File: src/rtl/uart_tx_arbiter.sv
// uart_tx_arbiter
// Shares one UART TX byte interface between NUM_REQ byte-stream requesters.
// Ownership is granted round-robin per packet. The owner keeps the
// transmitter until it delivers a byte marked last. With HDR_EN=1 an ID
// header byte (ID_BASE | owner index) goes out ahead of every packet.
//
// Ports:
//   clk, rst_n            clock, asynchronous active-low reset
//   req_valid/req_data/   per-requester byte stream; requester i uses
//   req_last/req_ready    bit i and req_data[8i+7:8i]
//   tx_valid/tx_data/     byte stream towards the UART TX shifter
//   tx_ready
//   grant                 one-hot current owner, 0 while idle
//   busy                  high while a header or packet is in flight
module uart_tx_arbiter #(
    parameter int         NUM_REQ = 4,
    parameter int         HDR_EN  = 1,
    parameter logic [7:0] ID_BASE = 8'hF0
) (
    input  logic                 clk,
    input  logic                 rst_n,
    input  logic [NUM_REQ-1:0]   req_valid,
    input  logic [8*NUM_REQ-1:0] req_data,
    input  logic [NUM_REQ-1:0]   req_last,
    output logic [NUM_REQ-1:0]   req_ready,
    output logic                 tx_valid,
    output logic [7:0]           tx_data,
    input  logic                 tx_ready,
    output logic [NUM_REQ-1:0]   grant,
    output logic                 busy
);

    localparam int IW = $clog2(NUM_REQ);

    localparam logic [1:0] ST_IDLE = 2'd0;
    localparam logic [1:0] ST_HDR  = 2'd1;
    localparam logic [1:0] ST_DATA = 2'd2;
    // Arbitration leads straight into the packet when no header is wanted.
    localparam logic [1:0] ST_AFTER_ARB = (HDR_EN != 0) ? ST_HDR : ST_DATA;

    logic [1:0]         state_q, state_d;
    logic [NUM_REQ-1:0] grant_q, grant_d;
    logic [IW-1:0]      gidx_q, gidx_d;
    logic [IW-1:0]      ptr_q, ptr_d;

    logic               win_found_s;
    logic [IW-1:0]      win_idx_s;
    logic               own_valid_s;
    logic               own_last_s;
    logic [7:0]         own_data_s;
    logic               own_xfer_s;

    // Round-robin search: first valid requester after the pointer, wrapping.
    always_comb begin
        win_found_s = 1'b0;
        win_idx_s   = {IW{1'b0}};
        // Wrapped candidates (index <= pointer) have the lowest priority;
        // scanning downward leaves the smallest such index as the pick.
        for (int i = NUM_REQ - 1; i >= 0; i--) begin
            if (req_valid[i] && (IW'(i) <= ptr_q)) begin
                win_found_s = 1'b1;
                win_idx_s   = IW'(i);
            end else begin
                win_found_s = win_found_s;
                win_idx_s   = win_idx_s;
            end
        end
        // Candidates above the pointer override any wrapped pick.
        for (int i = NUM_REQ - 1; i >= 0; i--) begin
            if (req_valid[i] && (IW'(i) > ptr_q)) begin
                win_found_s = 1'b1;
                win_idx_s   = IW'(i);
            end else begin
                win_found_s = win_found_s;
                win_idx_s   = win_idx_s;
            end
        end
    end

    // Owner's stream, selected by the registered grant index.
    assign own_valid_s = req_valid[gidx_q];
    assign own_last_s  = req_last[gidx_q];
    assign own_data_s  = req_data[{gidx_q, 3'b000} +: 8];
    assign own_xfer_s  = (state_q == ST_DATA) && own_valid_s && tx_ready;

    // Next-state logic for FSM, grant and round-robin pointer.
    always_comb begin
        state_d = state_q;
        grant_d = grant_q;
        gidx_d  = gidx_q;
        ptr_d   = ptr_q;
        case (state_q)
            ST_IDLE: begin
                if (win_found_s) begin
                    grant_d = {{(NUM_REQ-1){1'b0}}, 1'b1} << win_idx_s;
                    gidx_d  = win_idx_s;
                    state_d = ST_AFTER_ARB;
                end else begin
                    state_d = ST_IDLE;
                end
            end
            ST_HDR: begin
                if (tx_ready) begin
                    state_d = ST_DATA;
                end else begin
                    state_d = ST_HDR;
                end
            end
            ST_DATA: begin
                if (own_xfer_s && own_last_s) begin
                    ptr_d   = gidx_q;
                    grant_d = {NUM_REQ{1'b0}};
                    state_d = ST_IDLE;
                end else begin
                    state_d = ST_DATA;
                end
            end
            default: begin
                state_d = ST_IDLE;
                grant_d = {NUM_REQ{1'b0}};
            end
        endcase
    end

    // State registers; reset leaves the pointer on the last requester so
    // requester 0 wins the first arbitration.
    always_ff @(posedge clk or negedge rst_n) begin
        if (!rst_n) begin
            state_q <= ST_IDLE;
            grant_q <= {NUM_REQ{1'b0}};
            gidx_q  <= {IW{1'b0}};
            ptr_q   <= IW'(NUM_REQ - 1);
        end else begin
            state_q <= state_d;
            grant_q <= grant_d;
            gidx_q  <= gidx_d;
            ptr_q   <= ptr_d;
        end
    end

    // Output decode. tx_valid comes from state and the owner's valid only,
    // never from tx_ready; the owner's req_ready follows tx_ready in DATA.
    always_comb begin
        tx_valid  = 1'b0;
        tx_data   = 8'h00;
        req_ready = {NUM_REQ{1'b0}};
        case (state_q)
            ST_HDR: begin
                tx_valid = 1'b1;
                tx_data  = ID_BASE | 8'(gidx_q);
            end
            ST_DATA: begin
                tx_valid  = own_valid_s;
                tx_data   = own_data_s;
                req_ready = grant_q & {NUM_REQ{tx_ready}};
            end
            default: begin
                tx_valid  = 1'b0;
                tx_data   = 8'h00;
                req_ready = {NUM_REQ{1'b0}};
            end
        endcase
    end

    assign grant = grant_q;
    assign busy  = (state_q == ST_HDR) || (state_q == ST_DATA);

endmodule

File: config.mk
export PLATFORM = sky130hd
export DESIGN_NAME = uart_tx_arbiter
export DESIGN_NICKNAME = d
export VERILOG_FILES = /design/src/rtl/uart_tx_arbiter.sv
export SDC_FILE = /design/constraint.sdc
export NUM_CORES = 1
export LEC_CHECK = 0
export ABC_AREA = 0
export BUFFER_PORTS_ARGS = -buffer_cell sky130_fd_sc_hd__clkbuf_2
export CAP_MARGIN = 20
export CORE_ASPECT_RATIO = 1.2
export CORE_MARGIN = 4
export CORE_UTILIZATION = 41
export CTS_BUF_LIST = sky130_fd_sc_hd__clkbuf_2 sky130_fd_sc_hd__clkbuf_4 sky130_fd_sc_hd__clkbuf_8
export DETAILED_ROUTE_END_ITERATION = 10
export GPL_ROUTABILITY_DRIVEN = 0
export GPL_TIMING_DRIVEN = 0
export PLACE_DENSITY = 0.85
export SKIP_LAST_GASP = 1
export SYNTH_ARGS = -nofsm -noshare
export SYNTH_HDL_FRONTEND = slang
export SYNTH_SLANG_ARGS = --single-unit
export TNS_END_PERCENT = 20
File: constraint.sdc
create_clock -name clk -period 1.49 [get_ports clk]
set_input_delay 0 -clock clk [delete_from_list [all_inputs] [get_ports clk]]
set_output_delay 0 -clock clk [all_outputs]
set_load 0.01 [all_outputs]
# [Word level (Yosys, flattened, before mapping)]
# Cells that the tools add are included.
[classes] muxes=30 magnitude_cmp=9 bitwise_logic=2 n_reduce_logical=16 n_eq_ne=4 n_shift=2
[op_table] operator="32-bit by 6-bit indexed part select with 8-bit output" n=1
[op_table] operator="2-bit two-way mux" n=10
[op_table] operator="8-bit one-hot mux with 2 select lines" n=1
[op_table] operator="4-bit two-way mux" n=3
[op_table] operator="4-bit one-hot mux with 3 select lines" n=1
[op_table] operator="1-bit logical AND" n=11
[op_table] operator="1-bit two-way mux" n=11
[op_table] operator="2-bit one-hot mux with 3 select lines" n=1
[op_table] operator="4-bit AND" n=1
[op_table] operator="1-bit binary-select mux with 2-bit select" n=2
[op_table] operator="1-bit by 2-bit > comparator with 1-bit output, first input constant" n=2
[op_table] operator="2-bit > comparator, first input constant" n=2
[op_table] operator="1-bit by 2-bit <= comparator with 1-bit output, first input constant" n=2
[op_table] operator="2-bit <= comparator, first input constant" n=2
[op_table] operator="2-bit AND reduction" n=2
[op_table] operator="1-bit by 2-bit << shifter with 4-bit output, first input constant" n=1
[op_table] operator="2-bit by 3-bit less-than comparator with 1-bit output, second input constant" n=1
[op_table] operator="3-bit AND reduction" n=1
[op_table] operator="2-bit by 1-bit equality test with 1-bit output, second input constant" n=1
[op_table] operator="2-bit equality test, second input constant" n=1
[op_table] operator="2-bit logical NOT" n=1
[op_table] operator="2-bit by 1-bit != test with 1-bit output, second input constant" n=1
[op_table] operator="2-bit != test, second input constant" n=1
[op_table] operator="1-bit one-hot mux with 2 select lines" n=1
[op_table] operator="other kinds (2)" n=2
[word_totals] in_bits=43 regBits=10

# [Longest topological paths before layout]
[depth] ltp_word=13 ltp_mapped=7 mapped_depth_nobuf=6

# [Worst setup path after synthesis]
# No wires, ideal clock.
[synth_path] kind="register to register" start="reg state_q[0]" end="reg grant_q[0], in the netlist grant[0]" arrival_ns=1.477 setup_time_ns=0.122 path_stages_with_launch=8 path_buffers=1 setup_slack_ns=-0.108 cell_sequence="dfrtp_1 -> inv_1 -> ha_1 -> clkbuf_1 -> inv_1 -> a41oi_2 -> a221o_1 -> a32o_1"
[synth_via] elab_chain_len=6 elab_cells_between_ends=11 classes_between="4 x eq/ne; 1 x mux; 1 x bitwise; 5 x reduce/logical"
[synth_lines] element="from (decl)" line_no="41" text="logic [1:0] state_q, state_d;"
[synth_lines] element="from (signal assigned)" line_no="134" text="state_q <= state_d;"
[synth_lines] element="2-bit equality test" line_no="84, 92"
[synth_lines] element="1-bit logical AND (2 in a row)" line_no="84" text="assign own_xfer_s = (state_q == ST_DATA) && own_valid_s && tx_ready;"
[synth_lines] element="1-bit logical AND" line_no="110" text="if (own_xfer_s && own_last_s) begin"
[synth_lines] element="2-bit by 1-bit != test with 1-bit output (no source line)"
[synth_lines] element="3-bit AND reduction (no source line)"
[synth_lines] element="to (signal assigned)" line_no="130" text="grant_q <= {NUM_REQ{1'b0}};"
[synth_lines] element="to (signal assigned)" line_no="135" text="grant_q <= grant_d;"
[synth_lines] element="to (decl)" line_no="42" text="logic [NUM_REQ-1:0] grant_q, grant_d;"
# Several ways; a longest one is shown, not always the timed one.
# A chain may end at the register's enable or synchronous reset.

# [Final worst setup path]
[layout_path] start="reg gidx_q[0]" end="reg grant_q[2], in the netlist grant[2]"
[layout_via] elab_chain_len=7 elab_cells_between_ends=9 classes_between="1 x eq/ne; 4 x mux; 4 x reduce/logical"
[layout_lines] element="from (decl)" line_no="43" text="logic [IW-1:0] gidx_q, gidx_d;"
[layout_lines] element="from (signal assigned)" line_no="131" text="gidx_q <= {IW{1'b0}};"
[layout_lines] element="from (signal assigned)" line_no="136" text="gidx_q <= gidx_d;"
[layout_lines] element="1-bit binary-select mux with 2-bit select" line_no="81" text="assign own_valid_s = req_valid[gidx_q];"
[layout_lines] element="1-bit two-way mux (implied by the code)" line_no="81"
[layout_lines] element="1-bit logical AND (2 in a row)" line_no="84"
[layout_lines] element="1-bit logical AND (*)" line_no="110"
[layout_lines] element="2-bit by 1-bit != test with 1-bit output (no source line) (*)"
[layout_lines] element="3-bit AND reduction (no source line) (*)"
# Mark *: on every way between the ends. The rest lies on a longest branch, timed or not. The select of a mux whose other input is x is not followed.

==> summary.txt <==
Critical path
  • Start of the worst register-to-register path: gidx_q[0]
  • Worst setup EP type: register
  • Count of buffer and inverter cells on the critical path: 1
  • Largest delay contributor family on the critical path: compound AO/OA/AOI/OAI gates
  • R2R Path End: grant[2]
  • Worst path max stage delay: around 0.45 ns
  • Total stage count of the critical path: 5
  • Depth of the worst register-to-register path: 5
  • Required time at the endpoint of the critical path: 1.68 ns
  • Start point of the critical path: gidx_q[0]
  • Register-to-register path setup slack: -0.23 ns
  • Signal arrival time at the worst endpoint: between 1.5 and 2 ns
  • Cell-by-cell trace of the critical path: buf_6 > mux2_1 > nand4b_1 > a221o_1 > o31ai_1
  • Maximum fanout encountered on the critical timing path: 6
  • Kind of start point of the critical path: register
  • Category of the critical setup timing path: register to register
  • CP max stage cell: a221o_1

Logic synthesis
  • Library cells used by synthesis: 34
  • Most common flop cell mapped by yosys: dfrtp_1
  • Number of enable-type register cells in the synthesized netlist: 0
  • Yosys warning count: 0
  • Fraction of registers with async set or reset after synthesis: 1.00
  • Yosys top cell by area: dfrtp_1
  • Synth Net Count: 153
  • Post-synthesis sequential element count: 10
  • Number of instances in the synthesized netlist: around 110
  • Average cell area after synthesis: slightly below 10 µm²
  • Proportion of netlist area held by the largest area contributor: 0.191
  • Commonest cells post-synth: 9 x a21oi_1, 8 x dfrtp_1, 8 x nand2_1
  • Proportion of synthesized chip area in sequential cells: 0.241
  • Summed instance area of the synthesized netlist: 0.00105 mm²
  • Top post-synthesis cells by area: dfrtp_1 19%, mux4_2 13%, mux2_2 7.5%, dfstp_2 5.0%, ha_1 4.8%
  • Most repeated cell in the gate-level netlist after synthesis: a21oi_1

Routing
  • Antenna-violating nets left: 0
  • Met2 layer wire length in the routed design: about 1600 µm
  • Highest metal layer used by the detailed router: met4
  • Met1 layer wirelength in the final routing: 1180 µm
  • First-pass DRT Iterations: 4
  • Remaining routing DRC violations: 0
  • Total via count after detailed routing: ~1,200
  • DRC marker count from the first detailed-route iteration: 29
  • Average wire per standard cell: about 15 µm
  • Amount of wire on met3 after detailed routing: approximately 280 µm
  • Avg Vias per Cell: between 5 and 6
  • Wire length reported by the detailed router: between 3000 and 4000 µm

Power and ir drop
  • Peak supply drop: roughly 1100 µV
  • Power per standard cell area: around 1800 mW/mm²
  • Leakage power total: roughly 0.76 nW
  • Total design power: ~0.0027 W

Timing
  • Upper clock frequency limit: just under 600 MHz
  • Number of max-slew violations in the final report: 0
  • Unrepaired setup endpoints after global routing: true
  • Minimum setup slack in the final design: -0.227 ns
  • Relative slew slack: 0.610
  • # setup viols final: 20
  • Worst-Margin Slew: between 0.5 and 0.6 ns
  • Shortest period the worst path allows: between 1.5 and 2 ns
  • Final total negative setup slack: -3.59 ns
  • Worst-case clock skew: just under 0.006 ns
  • Period Utilization, post-route: 1.15
  • Final hold violation count: 0

Die
  • Number of primary I/O pins: 61
  • Rows: 19
  • Width of the die: ~54 µm
  • Chip height: roughly 63 µm
  • Initial core utilization: 0.441
  • Core footprint: around 0.0024 mm²
  • Area enclosed by the die boundary: 0.00343 mm²

Clocking
  • H-tree depth: 1
  • Root buffer cell: clkbuf_4
  • CTS sink cnt: 10
  • Clock Path Buffers: 2
  • Clock tree from TritonCTS: done
  • Clock transition at path regs: roughly 0.07 ns
  • Number of buffers created by CTS: 3
  • Worst-skew pair later-pin latency: about 0.28 ns

Flow run
  • # Max-Cap Violations: 0

Layout
  • Fraction of layout cells with a size suffix above 1: 0.581
  • Signed area change from the synthesized netlist to the final layout: 44.0%
  • Final instance area: 0.00151 mm²
  • Final standard cell utilization of the core: 0.635
  • Nets@finish: 220
  • Number of antenna repair diodes: 0
  • Count of fill cells added during filler insertion: between 200 and 250

Global routing
  • Number of antenna violations at the first check in global routing: 0
  • Pin count of the biggest net entering global routing: 11
  • Global-route wire length before repair: around 5200 µm
  • Aggregate global-route resource usage: 0.200
  • Number of global-route vias before repair: roughly 1,200
  • Residual overflow from global routing: 0

Min path
  • Class of the most critical hold timing path: input port to register
  • Number of cells on the worst hold path: 3
  • Hold Crit Start: tx_ready
  • Hold-critical path endpoint: state_q[1]

Run status
  • Violated checks: negative setup slack
  • Status: complete, but fails checks

Place
  • DPL Wire Length: between 2000 and 2500 µm
  • Placed instance area: around 0.0014 mm²
  • Total of buffers placed on input and output ports: 60
  • Pre-CTS worst setup slack: -0.304 ns
layout by cell type, fill, tap and decap left out, types with 3 or more instances in the layout:
master	netlist	final
mux4_2	6	6
a21oi_1	9	4
nand2_1	8	8
clkbuf_4	0	4
a21oi_2	0	5
clkbuf_2	0	60
ha_1	4	3
nand2b_1	4	4
dfrtp_1	8	8
and3_1	6	6
mux2i_1	4	4
buf_4	0	3
inv_1	3	3
nor2b_1	6	6
mux2_2	7	4
and2_1	4	4
mux2_4	2	6
o21ai_0	3	3
worst register-to-register path: stages (launching register included):
cell	delay, ns
dfrtp_1	0.37
buf_6	0.14
mux2_1	0.22
nand4b_1	0.19
a221o_1	0.45
o31ai_1	0.25
routing by layer:
| layer | track usage | vias up |
|---|---|---|
| li1 | - | 534 |
| met1 | 0.239 | 539 |
| met2 | 0.332 | 74 |
| met3 | 0.0377 | 9 |
| met4 | 0.0903 | 0 |
| met5 | 0 | - |
cell families after synthesis:
family	after synthesis	synth area share
and+or+nand+nor	34	0.190
AOI/OAI and AO/OA	27	0.183
muxes	21	0.292
buffers and inverters	10	0.0465
DFF	10	0.241
adders and majority gates	4	0.0477
worst max path at each step:
stage / end / slack [ns]
after global routing: tx_data[6] / -0.30
final: grant[2] / -0.23
after CTS: tx_data[6] / -0.23
after global placement: grant[1] / -0.20
after floorplan: ptr_q[0] / -0.09
after detailed placement: grant[1] / -0.30
repair_timing:
action,CTS,global route
endpoints found under the setup margin,20,20
gates resized for setup,14,4
setup buffers,2,0
endpoints found under the hold margin,10,0
pin swaps,3,1
hold buffers,1,0
sequential cells by signal (all words and copies together) (netlist names):
signal   cells
state_q      2
grant        4
gidx_q       2
ptr_q        2
final cells by class:
cell class	instances	area, µm²	area share
Buffer	6	62.6	0.0414
Clock buffer	4	36.3	0.0240
Inverter	3	11.3	0.00746
Multi-Input combinational cell	86	783	0.519
Sequential cell	10	253	0.167
Tap cell	31	38.8	0.0257
Timing Repair Buffer	63	325	0.215
where the power goes:
part           internal, W  switching, W  total, W
clock network     0.000149      0.000104  0.000253
registers         0.000411      0.000111  0.000522
logic              0.00101      0.000965   0.00197
per-stage QoR:
stage,hold slack [ns],instances
floorplan,-0.296,106
global placement,-0.125,197
detailed placement,-0.120,197
CTS,0.0788,203
global route,0.108,203
finish,0.0979,203
No activity file was read; power rests on OpenSTA's default activity.
